### config.mk
export PLATFORM = sky130hd
export DESIGN_NAME = key_debouncer
export DESIGN_NICKNAME = d
export VERILOG_FILES = /design/src/rtl/key_pkg.sv /design/src/rtl/key_debounce_bit.sv /design/src/rtl/key_debouncer.sv
export SDC_FILE = /design/constraint.sdc
export NUM_CORES = 1
export LEC_CHECK = 0
export ABC_AREA = 1
export BUFFER_PORTS_ARGS = -buffer_cell sky130_fd_sc_hd__buf_2
export CELL_PAD_IN_SITES_DETAIL_PLACEMENT = 1
export CELL_PAD_IN_SITES_GLOBAL_PLACEMENT = 1
export CORE_ASPECT_RATIO = 1.5
export CORE_MARGIN = 1
export CORE_UTILIZATION = 39
export DETAILED_ROUTE_END_ITERATION = 10
export PLACE_DENSITY_LB_ADDON = 0.1
export SYNTH_ARGS = -nofsm -noshare
export SYNTH_HDL_FRONTEND = slang
export SYNTH_SLANG_ARGS = --single-unit
### constraint.sdc
create_clock -name clk -period 2 [get_ports clk]
set_clock_uncertainty 0.15 [all_clocks]
set_input_delay 0.3 -clock clk [delete_from_list [all_inputs] [get_ports clk]]
set_output_delay 0.3 -clock clk [all_outputs]
set_load 0.1 [all_outputs]
### src/rtl/key_pkg.sv
// Shared defaults and sizing helper for the push-button debouncer.
// Auto-repeat is compiled in only when KEY_AUTOREPEAT_EN is defined.
package key_pkg;

    localparam int KEY_W               = 4;
    localparam int KEY_DEBOUNCE_CYCLES = 1000000;  // 20 ms at 50 MHz
    localparam int KEY_REPEAT_DELAY    = 25000000;
    localparam int KEY_REPEAT_PERIOD   = 5000000;

    // Bits needed to hold values 0..n.
    function automatic int cnt_w(input int n);
        return (n < 1) ? 1 : $clog2(n + 1);
    endfunction

endpackage

### src/rtl/key_debounce_bit.sv
// One key channel: 2-flop synchronizer, stable-level counter, press/release strobes.
// KEY_AUTOREPEAT_EN adds a repeat timer that re-strobes key_press while held.
module key_debounce_bit
    import key_pkg::*;
#(
    parameter int DEBOUNCE_CYCLES = KEY_DEBOUNCE_CYCLES,
    parameter int REPEAT_DELAY    = KEY_REPEAT_DELAY,
    parameter int REPEAT_PERIOD   = KEY_REPEAT_PERIOD
) (
    input  logic clk,
    input  logic reset_n,
    input  logic key_sw,
    output logic key_pressed,
    output logic key_press,
    output logic key_release
);

    localparam int             CW       = cnt_w(DEBOUNCE_CYCLES);
    localparam logic [CW-1:0] CNT_LAST = CW'(DEBOUNCE_CYCLES - 1);

    logic [1:0]    sync;
    logic          s;
    logic [CW-1:0] cnt;
    logic          accept;

    // Idle level of the raw pin is high, so the chain resets to "released".
    always_ff @(posedge clk or negedge reset_n) begin
        if (!reset_n) sync <= 2'b11;
        else          sync <= {sync[0], key_sw};
    end

    assign s      = ~sync[1];
    assign accept = (s != key_pressed) && (cnt == CNT_LAST);

`ifdef KEY_AUTOREPEAT_EN
    localparam int             RMAX     = (REPEAT_DELAY > REPEAT_PERIOD) ? REPEAT_DELAY : REPEAT_PERIOD;
    localparam int             RW       = cnt_w(RMAX);
    localparam logic [RW-1:0] DLY_LAST = RW'(REPEAT_DELAY - 1);
    localparam logic [RW-1:0] PER_LAST = RW'(REPEAT_PERIOD - 1);

    logic [RW-1:0] rpt_cnt;
    logic          rpt_first;
`endif

    always_ff @(posedge clk or negedge reset_n) begin
        if (!reset_n) begin
            cnt         <= '0;
            key_pressed <= 1'b0;
            key_press   <= 1'b0;
            key_release <= 1'b0;
`ifdef KEY_AUTOREPEAT_EN
            rpt_cnt     <= '0;
            rpt_first   <= 1'b1;
`endif
        end else begin
            key_press   <= 1'b0;
            key_release <= 1'b0;
            if (s == key_pressed) begin
                cnt <= '0;
            end else if (accept) begin
                key_pressed <= s;
                cnt         <= '0;
                key_press   <= s;
                key_release <= ~s;
            end else begin
                cnt <= cnt + 1'b1;
            end
`ifdef KEY_AUTOREPEAT_EN
            // Timer restarts at acceptance; suppressed on the release edge so
            // a repeat can never coincide with key_release.
            if (!key_pressed || accept) begin
                rpt_cnt   <= '0;
                rpt_first <= 1'b1;
            end else if (rpt_cnt == (rpt_first ? DLY_LAST : PER_LAST)) begin
                rpt_cnt   <= '0;
                rpt_first <= 1'b0;
                key_press <= 1'b1;
            end else begin
                rpt_cnt <= rpt_cnt + 1'b1;
            end
`endif
        end
    end

endmodule

### src/rtl/key_debouncer.sv
// Debounces the raw active-low key bus into clean held levels plus press/release strobes.
// Define KEY_AUTOREPEAT_EN to enable auto-repeat press strobes.
module key_debouncer
    import key_pkg::*;
#(
    parameter int W               = KEY_W,
    parameter int DEBOUNCE_CYCLES = KEY_DEBOUNCE_CYCLES,
    parameter int REPEAT_DELAY    = KEY_REPEAT_DELAY,
    parameter int REPEAT_PERIOD   = KEY_REPEAT_PERIOD
) (
    input  logic         clk,
    input  logic         reset_n,
    input  logic [W-1:0] key_sw,
    output logic [W-1:0] key_pressed,
    output logic [W-1:0] key_press,
    output logic [W-1:0] key_release
);

    for (genvar g = 0; g < W; g++) begin : g_key
        key_debounce_bit #(
            .DEBOUNCE_CYCLES(DEBOUNCE_CYCLES),
            .REPEAT_DELAY   (REPEAT_DELAY),
            .REPEAT_PERIOD  (REPEAT_PERIOD)
        ) u_bit (
            .clk        (clk),
            .reset_n    (reset_n),
            .key_sw     (key_sw[g]),
            .key_pressed(key_pressed[g]),
            .key_press  (key_press[g]),
            .key_release(key_release[g])
        );
    end

endmodule

==> run metrics, run 1 <==
TritonCTS clock tree built; Top Ports 18; total negative setup slack 0 ps; Reg2Reg Launch Point g_key[3].u_bit.cnt[0]$_DFF_PN0_; fmax 559 MHz; clock sinks 100; commonest non-fill, non-tap cells in the layout nand2_1 (147), nor2_1 (139), dfrtp_1 (92); drt pass-1 iters 4; max_slew headroom 66.3%; Hold Crit Start g_key[0].u_bit.sync[0]$_DFF_PN1_; Worst Slack Setup Final 211 ps; minimum clock period between 1500 and 2000 ps; CP required about 2100 ps; PortBufs 17; CP endpoint kind flop; post-DR vias/cell 4.94; Slew Viols, Final 0; H-tree depth 3; Initial Utilization 40.3%; share of layout cells above drive strength 1 16.0%; post-cts gate resize count 0; postcts setup bufs 0; startpoint types flop; Layout Cells excl Fill 895; Buf/Inv on CP 0; CTS Hold Bufs 5; Clock Root Buffer clkbuf_16; DRT iter0 DRCs 115; Worst Hold Class flop to flop; crit path max-delay cell type dfrtp_1; GR Overflow Total 0; initial antenna violation count 0; synthesized area 5510 µm²; R2R setup slack 210 ps; Max Cap Violations 0; Syn. warnings 0; clk buf depth 2; PwrDens around 650 nW/µm²; fill cell count roughly 1700; overall routed net length approximately 13000 µm; Antenna Cells 0; DR vias 4417; Remaining DRCs 0; Critical Path Source g_key[3].u_bit.cnt[0]$_DFF_PN0_; critical path class flop to flop; Final Util between 40% and 50%; worst skew pair latency 350 ps; Critical Path Fanout Max 11; core area 13700 µm²; Fin. Hold Viols 0; Clk pin slew, worst setup/hold paths 80 ps; GRT Overall Usage a little under a fifth; most common cell after layout, fill and taps aside nand2_1; Largest stage delay, worst path ~420 ps; reg2reg end g_key[3].u_bit.cnt[17]$_DFF_PN0_; Worst Path Arrival 1860 ps; hold depth 0; hold path endpoint g_key[0].u_bit.sync[1]$_DFF_PN1_; antenna-violating nets left 0; largest net degree at the start of global routing 33; final worst-path cycle share 89.4%; WL/cell 14.2 µm; synthesis-to-finish area growth 11.1%; CP Cell Sequence ha_1, nand3_2, nor2_2, nand3_1, nand2_1, nor2_1; number of synthesized register bits 100; Die H 148 µm; Place WS 207 ps; status finished clean; Register-to-Register Path Depth 6; die area 14600 µm²; GPL Wtd Cong about 0.82; global-route wire length before repair between 20000 and 25000 µm; Layout Nets 738; number of cells after detailed placement ~870; overall power slightly below 4000 µW; Pleak 0.00286 µW; clock buffers created by TritonCTS 9; Die X about 99 µm; syn avg cell area 7.85 µm²; syn nets 712; Final HPWL DP 9700 µm; library cells used by synthesis 30; Synth Instances 702; worst slew pin tran 508 ps; register area share after synthesis 45.6%; CP delay by family, top simple AND/OR/NAND/NOR gates; final setup fails 0; site row count 52; Max VDD drop about 0.44 mV; RSZ-0062 raised after global routing no; number of global-route vias before repair 4759
==> cell type report <==
| class | instances | area, µm² | share of cell area, % |
|---|---|---|---|
| Sequential cell | 100 | 2510 | 41.0 |
| Inverter | 94 | 353 | 5.76 |
| Clock inverter | 7 | 70.1 | 1.14 |
| Multi-Input combinational cell | 494 | 2540 | 41.5 |
| Tap cell | 162 | 203 | 3.31 |
| Timing Repair Buffer | 29 | 215 | 3.52 |
| Clock buffer | 9 | 225 | 3.68 |
==> sequential cells by signal, summed over array words and instances (netlist names) <==
register                 count
g_key.u_bit.cnt             80
g_key.u_bit.sync             8
g_key.u_bit.key_press        4
g_key.u_bit.key_pressed      4
g_key.u_bit.key_release      4
==> through the flow <==
step	hold slack (ps)	area, µm²
4_1_cts	202	6120
2_1_floorplan	-146	5510
3_5_place_dp	140	5780
3_3_place_gp	131	5780
6_report	200	6120
5_1_grt	206	6120
==> cell usage after synthesis (all sizes together) <==
library cell | n | area [µm²]
ha | 4 | 50.1
xnor2 | 13 | 114
dfrtp | 92 | 2300
nand4 | 12 | 75.1
or2 | 3 | 18.8
a21oi | 3 | 18.8
o21bai | 6 | 52.6
nand3b | 1 | 7.51
nor3 | 14 | 80.1
clkbuf | 1 | 3.75
xor2 | 24 | 210
nor2 | 169 | 780
dfstp | 8 | 210
nand3 | 78 | 453
buf | 13 | 97.6
o21ai | 6 | 33.8
inv | 94 | 353
nand2 | 161 | 649
==> report_power, final <==
group | internal, µW | switching, µW
combinational | 52.3 | 104
sequential | 2050 | 22.8
clock | 878 | 851
==> logic make-up after synthesis <==
family / share of synthesized area [%]
XOR/XNOR: 5.88
AND/OR/NAND/NOR: 37.5
buffers and inverters: 8.24
adder cells (fa/ha/maj): 0.909
flip-flops: 45.6
AO/OA/AOI/OAI: 1.91
==> how the worst max path moves through the flow <==
stage,slack (ps),end,cells past startpoint
2_1_floorplan,520,g_key[3].u_bit.cnt[14]$_DFF_PN0_,7
3_3_place_gp,270,g_key[3].u_bit.cnt[16]$_DFF_PN0_,6
3_5_place_dp,210,g_key[3].u_bit.cnt[18]$_DFF_PN0_,6
4_1_cts,180,g_key[3].u_bit.cnt[17]$_DFF_PN0_,6
5_1_grt,50,g_key[3].u_bit.cnt[17]$_DFF_PN0_,6
6_report,210,g_key[3].u_bit.cnt[17]$_DFF_PN0_,6
==> layer usage <==
metal | wire [µm] | GRT usage, % | vias to the layer above
met1 | 5430 | 22.1 | 2161
met5 | 0 | 0 | -
met2 | 6910 | 35.6 | 28
li1 | - | - | 2212
met3 | 185 | 3.03 | 16
met4 | 222 | 5.97 | 0
No activity file was read; power rests on OpenSTA's default activity.
==> run 2, diff against run 1 <==
--- a/config.mk
+++ b/config.mk
@@ -14,6 +14,7 @@
 export CORE_UTILIZATION = 39
 export DETAILED_ROUTE_END_ITERATION = 10
 export PLACE_DENSITY_LB_ADDON = 0.1
+export REMOVE_ABC_BUFFERS = 1
 export SYNTH_ARGS = -nofsm -noshare
 export SYNTH_HDL_FRONTEND = slang
 export SYNTH_SLANG_ARGS = --single-unit
==> run metrics, run 2 (synthesized netlist as in run 1, its figures left out) <==
largest net degree at the start of global routing 30 (-9.1%); die area 14600 µm² (unchanged); worst slew pin tran 505 ps (-3.52 ps); Max VDD drop 0.321 mV (-27%); PortBufs 17 (unchanged); critical path class flop to flop; FF+latch area 2510 µm² (unchanged); Slew Viols, Final 0 (unchanged); met2 WL 7140 µm (+3.3%); post-cts gate resize count 0 (unchanged); hold depth 0 (unchanged); met3 wire length 169 µm (-8.6%); Register-to-Register Path Depth 6 (unchanged); commonest non-fill, non-tap cells in the layout nand2_1 (147), nor2_1 (139), dfrtp_1 (92); RSZ-0062 raised after global routing no; reg2reg end g_key[3].u_bit.cnt[19]$_DFF_PN0_; Largest Register g_key.u_bit.cnt; GRT Overall Usage 19.8% (+0.69 points); Hold Crit Start g_key[1].u_bit.sync[0]$_DFF_PN1_; CTS Hold Bufs 5 (unchanged); synthesis-to-finish area growth 11.4%; Worst Path Arrival 1880 ps (+20 ps); Die X 99.0 µm (unchanged); number of cells after detailed placement 874 (unchanged); clock sinks 100 (unchanged); final setup fails 0 (unchanged); most common cell after layout, fill and taps aside nand2_1; startpoint types flop; Pleak 0.00287 µW (+0.40%); core area 13700 µm² (unchanged); final worst-path cycle share 90.4% (+1.0 points); worst skew pair latency 350 ps (about the same); DRT iter0 DRCs 95 (-17%); PwrDens 657 nW/µm² (+1.4%); fill cell count 1691 (-1.1%); WL/cell 14.4 µm (+1.4%); Antenna Cells 0 (unchanged); post-DR vias/cell 4.94 (+0.16%); antenna-violating nets left 0 (unchanged); hold path endpoint g_key[1].u_bit.sync[1]$_DFF_PN1_; Final HPWL DP 9990 µm (+3.0%); Initial Utilization 40.3% (unchanged); Remaining DRCs 0 (unchanged); area taken by multi-input logic gates 2540 µm² (unchanged); H-tree depth 3 (unchanged); clock buffers created by TritonCTS 9 (unchanged); Reg2Reg Launch Point g_key[3].u_bit.cnt[0]$_DFF_PN0_; highest metal used met4; Fin. Hold Viols 0 (unchanged); drt pass-1 iters 4 (unchanged); Largest regs g_key.u_bit.cnt x80, g_key.u_bit.sync x8; GR Overflow Total 0 (unchanged); share of layout cells above drive strength 1 15.8% (-0.11 points); Metal-1 WL 5390 µm (-0.74%); site row count 52 (unchanged); DR vias 4419 (+0.045%); CP endpoint kind flop; max_slew headroom 66.6% (+0.23 points); TritonCTS clock tree built; max FFs per register 80 (unchanged); number of global-route vias before repair 4849 (+1.9%); status finished clean; Worst Hold Class flop to flop; Clk pin slew, worst setup/hold paths 70 ps (about the same); R2R setup slack 190 ps (-20 ps); Clock Root Buffer clkbuf_16; initial antenna violation count 0 (unchanged); clk buf depth 2 (unchanged); overall routed net length 12900 µm (+1.3%); global-route wire length before repair 22800 µm (+2.5%); Layout Cells excl Fill 894 (-0.11%); Die H 148 µm (unchanged); WHS 208 ps (+7.48 ps); GPL Wtd Cong 0.799 (-2.9%); fmax 553 MHz (-1.1%); Critical Path Fanout Max 11 (unchanged); CP required 2070 ps (about the same); minimum clock period 1810 ps (+20.0 ps); postcts setup bufs 0 (unchanged); Max Cap Violations 0 (unchanged); Top Ports 18 (unchanged); Layout Nets 738 (unchanged)
## run 2: stage by stage
| stage | power [µW] | setup WS [ps] | TNS (ps) | instance area, µm² | util (%) |
|---|---|---|---|---|---|
| after global routing | 4190 | 26.2 | 0 | 6140 | 44.9 |
| after global placement | 2270 | 243 | 0 | 5790 | 42.4 |
| after floorplan | 2180 | -86.0 | -683 | 5410 | - |
| after CTS | 4100 | 147 | 0 | 6140 | 44.9 |
| final | 4030 | 191 | 0 | 6140 | 44.9 |
| after detailed placement | 2280 | 159 | 0 | 5790 | 42.4 |
## run 2: area by class of cell
cell class | instances | share of cell area [%]
Multi-Input combinational cell | 494 | 41.4
Sequential cell | 100 | 40.9
Inverter | 94 | 5.75
Timing Repair Buffer | 29 | 3.71
Clock buffer | 9 | 3.67
Tap cell | 162 | 3.30
Clock inverter | 6 | 1.18
## run 2: worst max path at each step
| stage | startpoint | to | slack (ps) |
|---|---|---|---|
| 6_report | g_key[3].u_bit.cnt[0]$_DFF_PN0_ | g_key[3].u_bit.cnt[19]$_DFF_PN0_ | 190 |
| 5_1_grt | g_key[3].u_bit.cnt[0]$_DFF_PN0_ | g_key[3].u_bit.cnt[19]$_DFF_PN0_ | 30 |
| 4_1_cts | g_key[3].u_bit.cnt[0]$_DFF_PN0_ | g_key[3].u_bit.cnt[17]$_DFF_PN0_ | 150 |
| 3_5_place_dp | g_key[3].u_bit.cnt[0]$_DFF_PN0_ | g_key[3].u_bit.cnt[17]$_DFF_PN0_ | 160 |
| 3_3_place_gp | g_key[3].u_bit.cnt[0]$_DFF_PN0_ | g_key[3].u_bit.cnt[19]$_DFF_PN0_ | 240 |
| 2_1_floorplan | g_key[2].u_bit.key_pressed$_DFFE_PN0P_ | g_key[2].u_bit.cnt[9]$_DFF_PN0_ | -90 |
## run 2: power by group
part | switching (µW) | internal (µW)
Combinational | 105 | 54.8
Sequential | 22.4 | 2060
Clock | 810 | 982
Total | 937 | 3090
## run 2: worst max-delay path: stages (launching register included)
cell and delay (ps):
dfrtp_1 410, ha_1 230, nand3_2 130, nor2_2 180, nand3_1 150, nand2_1 330, nor2_1 100
## run 2: layer usage
layer / global-route usage, % / vias to the layer above
met5: 0 / -
met4: 6.19 / 0
met3: 2.98 / 15
met2: 36.9 / 24
met1: 23.0 / 2166
li1: - / 2214
==> run 3, diff against run 2 <==
--- a/config.mk
+++ b/config.mk
@@ -5,7 +5,6 @@
 export SDC_FILE = /design/constraint.sdc
 export NUM_CORES = 1
 export LEC_CHECK = 0
-export ABC_AREA = 1
 export BUFFER_PORTS_ARGS = -buffer_cell sky130_fd_sc_hd__buf_2
 export CELL_PAD_IN_SITES_DETAIL_PLACEMENT = 1
 export CELL_PAD_IN_SITES_GLOBAL_PLACEMENT = 1
@@ -18,3 +17,4 @@
 export SYNTH_ARGS = -nofsm -noshare
 export SYNTH_HDL_FRONTEND = slang
 export SYNTH_SLANG_ARGS = --single-unit
+export TNS_END_PERCENT = 20
==> run metrics, run 3 <==
reg2reg end g_key[2].u_bit.cnt[19]$_DFF_PN0_; worst slew pin tran 514 ps (+8.98 ps); R2R setup slack -140 ps (-330 ps); Clock Root Buffer clkbuf_16; most common cell after layout, fill and taps aside dfrtp_1; Max Cap Violations 0 (unchanged); Reg2Reg Launch Point g_key[2].u_bit.cnt[11]$_DFF_PN0_; number of synthesized register bits 100 (unchanged); die area 12600 µm² (-14%); DR vias 3734 (-16%); register area share after synthesis 52.9% (+7.3 points); commonest non-fill, non-tap cells in the layout dfrtp_1 (92), nor2_1 (56), buf_4 (53); clk buf depth 2 (unchanged); critical path class flop to flop; worst skew pair latency 350 ps (about the same); clock sinks 100 (unchanged); Worst Slack Setup Final -136 ps (-328 ps); H-tree depth 3 (unchanged); Top Ports 18 (unchanged); CP required 2070 ps (about the same); hold path endpoint g_key[0].u_bit.sync[1]$_DFF_PN1_; max FFs per register 80 (unchanged); fmax 468 MHz (-15%); CP endpoint kind flop; hold depth 0 (unchanged); number of global-route vias before repair 4008 (-17%); GRT Overall Usage 18.9% (-0.87 points); TritonCTS clock tree built; final worst-path cycle share 107% (+16 points); Layout Nets 557 (-25%); largest cells by area after synthesis dfrtp_1 (49%), xnor2_1 (7.4%), nor2_1 (5.0%); total negative setup slack -2750 ps (-2750 ps); Register-to-Register Path Depth 5 (-1); overall routed net length 10900 µm (-15%); drt pass-1 iters 4 (unchanged); Worst Hold Class flop to flop; share of layout cells above drive strength 1 22.1% (+6.3 points); largest area contributor in the netlist dfrtp_1; count leader, synth dfrtp_1; Remaining DRCs 0 (unchanged); RSZ-0062 raised after global routing yes; synthesized area 4750 µm² (-14%); syn avg cell area 9.93 µm² (+27%); library cells used by synthesis 36 (+20%); Syn. warnings 0 (unchanged); Worst Path Arrival 2210 ps (+330 ps); clock buffers created by TritonCTS 9 (unchanged); GPL Wtd Cong 0.756 (-5.4%); post-DR vias/cell 5.30 (+7.2%); PortBufs 17 (unchanged); Pleak 0.00233 µW (-19%); Synth Instances 478 (-32%); final setup fails 23 (+23); initial antenna violation count 0 (unchanged); synthesis-to-finish area growth 21.3%; Synth Flop Type dfrtp_1; Slew Viols, Final 0 (unchanged); WHS 207 ps (-0.838 ps); core area 11900 µm² (-13%); Final HPWL DP 7980 µm (-20%); minimum clock period 2140 ps (+328 ps); max_slew headroom 66.0% (-0.59 points); DRT iter0 DRCs 88 (-7.4%); Initial Utilization 39.9% (-0.42 points); site row count 49 (-5.8%); EDFF count, synth 0 (unchanged); Final Util 48.4% (+3.5 points); asr flop ratio synth 100% (unchanged); Synth top cells by count dfrtp_1 (92), nor2_1 (63), xnor2_1 (40); Hold Crit Start g_key[0].u_bit.sync[0]$_DFF_PN1_; Fin. Hold Viols 0 (unchanged); GR Overflow Total 0 (unchanged); largest net degree at the start of global routing 43 (+43%); WL/cell 15.5 µm (+7.3%); Max VDD drop 0.396 mV (+23%); Die H 137 µm (-7.1%); Largest Register g_key.u_bit.cnt; startpoint types flop; Critical Path Fanout Max 8 (-3); PwrDens 675 nW/µm² (+2.8%); status finished, violations left; area fraction of the dominant cell type after synthesis 48.5% (+6.7 points); Antenna Cells 0 (unchanged); Die X 92.1 µm (-7.0%); failing checks negative setup slack; antenna-violating nets left 0 (unchanged); Clk pin slew, worst setup/hold paths 60 ps (about the same); global-route wire length before repair 18700 µm (-18%); Largest regs g_key.u_bit.cnt x80, g_key.u_bit.sync x8
## run 3: how the worst max path moves through the flow
| stage | from | end | slack [ps] | cells past startpoint |
|---|---|---|---|---|
| 6_report | g_key[2].u_bit.cnt[11]$_DFF_PN0_ | g_key[2].u_bit.cnt[19]$_DFF_PN0_ | -140 | 5 |
| 2_1_floorplan | g_key[2].u_bit.cnt[10]$_DFF_PN0_ | g_key[2].u_bit.cnt[10]$_DFF_PN0_ | -630 | 4 |
| 5_1_grt | g_key[2].u_bit.cnt[11]$_DFF_PN0_ | g_key[2].u_bit.cnt[16]$_DFF_PN0_ | -200 | 5 |
| 4_1_cts | g_key[2].u_bit.cnt[10]$_DFF_PN0_ | g_key[2].u_bit.cnt[4]$_DFF_PN0_ | -180 | 5 |
| 3_5_place_dp | g_key[2].u_bit.cnt[10]$_DFF_PN0_ | g_key[2].u_bit.cnt[2]$_DFF_PN0_ | -160 | 5 |
| 3_3_place_gp | g_key[2].u_bit.cnt[10]$_DFF_PN0_ | g_key[2].u_bit.cnt[6]$_DFF_PN0_ | -130 | 5 |
## run 3: layer usage
metal  vias up  share of wire (%)  global-route usage (%)
met5         -                  0                       0
met3        17                1.8                    2.89
li1       1798                  -                       -
met4         0                2.0                    7.81
met1      1891                 43                    21.8
met2        28                 53                    34.8
## run 3: power by group
| part | switching (µW) | internal, µW |
|---|---|---|
| combinational | 104 | 71.9 |
| clock | 756 | 875 |
| sequential | 24.1 | 2060 |
## run 3: final cells by class
cell class                      count  area (µm²)
Clock inverter                      4        25.0
Inverter                           15        56.3
Timing Repair Buffer               79         602
Sequential cell                   100        2510
Fill cell                        1381        6140
Tap cell                          153         191
Multi-Input combinational cell    342        2120
Clock buffer                       12         246
## run 3: worst max-delay path, cell delays in order, from the launching register on
cell and delay (ps):
dfrtp_1 370, or4bb_1 510, or4_4 570, o21ai_4 200, buf_6 160, a21oi_1 50
## run 3: cells by family (layout without fill, tap and decap cells)
| family | Yosys count | count (layout) | share of synthesized area, % |
|---|---|---|---|
| simple gates | 229 | 229 | 25.4 |
| xor+xnor | 55 | 55 | 10.2 |
| compound gates | 54 | 54 | 6.46 |
| buf+inv | 36 | 110 | 3.98 |
| fa+ha+maj | 4 | 4 | 1.05 |
| flops | 100 | 100 | 52.9 |
## run 3: metrics by stage
step	instances	area, µm²	setup WS (ps)	power, µW
after global routing	705	5760	-202	4030
after global placement	682	5330	-135	2280
final	705	5760	-136	3890
after CTS	704	5680	-175	3930
after detailed placement	682	5330	-156	2280
after floorplan	457	4610	-630	2170
## run 3: timing repair
action | CTS | global route
setup buffers | 0 | 1
cloned | 1 | 0
setup endpoints to repair | 24 | 58
endpoints found under the hold margin | 25 | 0
pin swaps | 2 | 5
hold buffers | 5 | 0
gates resized for setup | 7 | 19
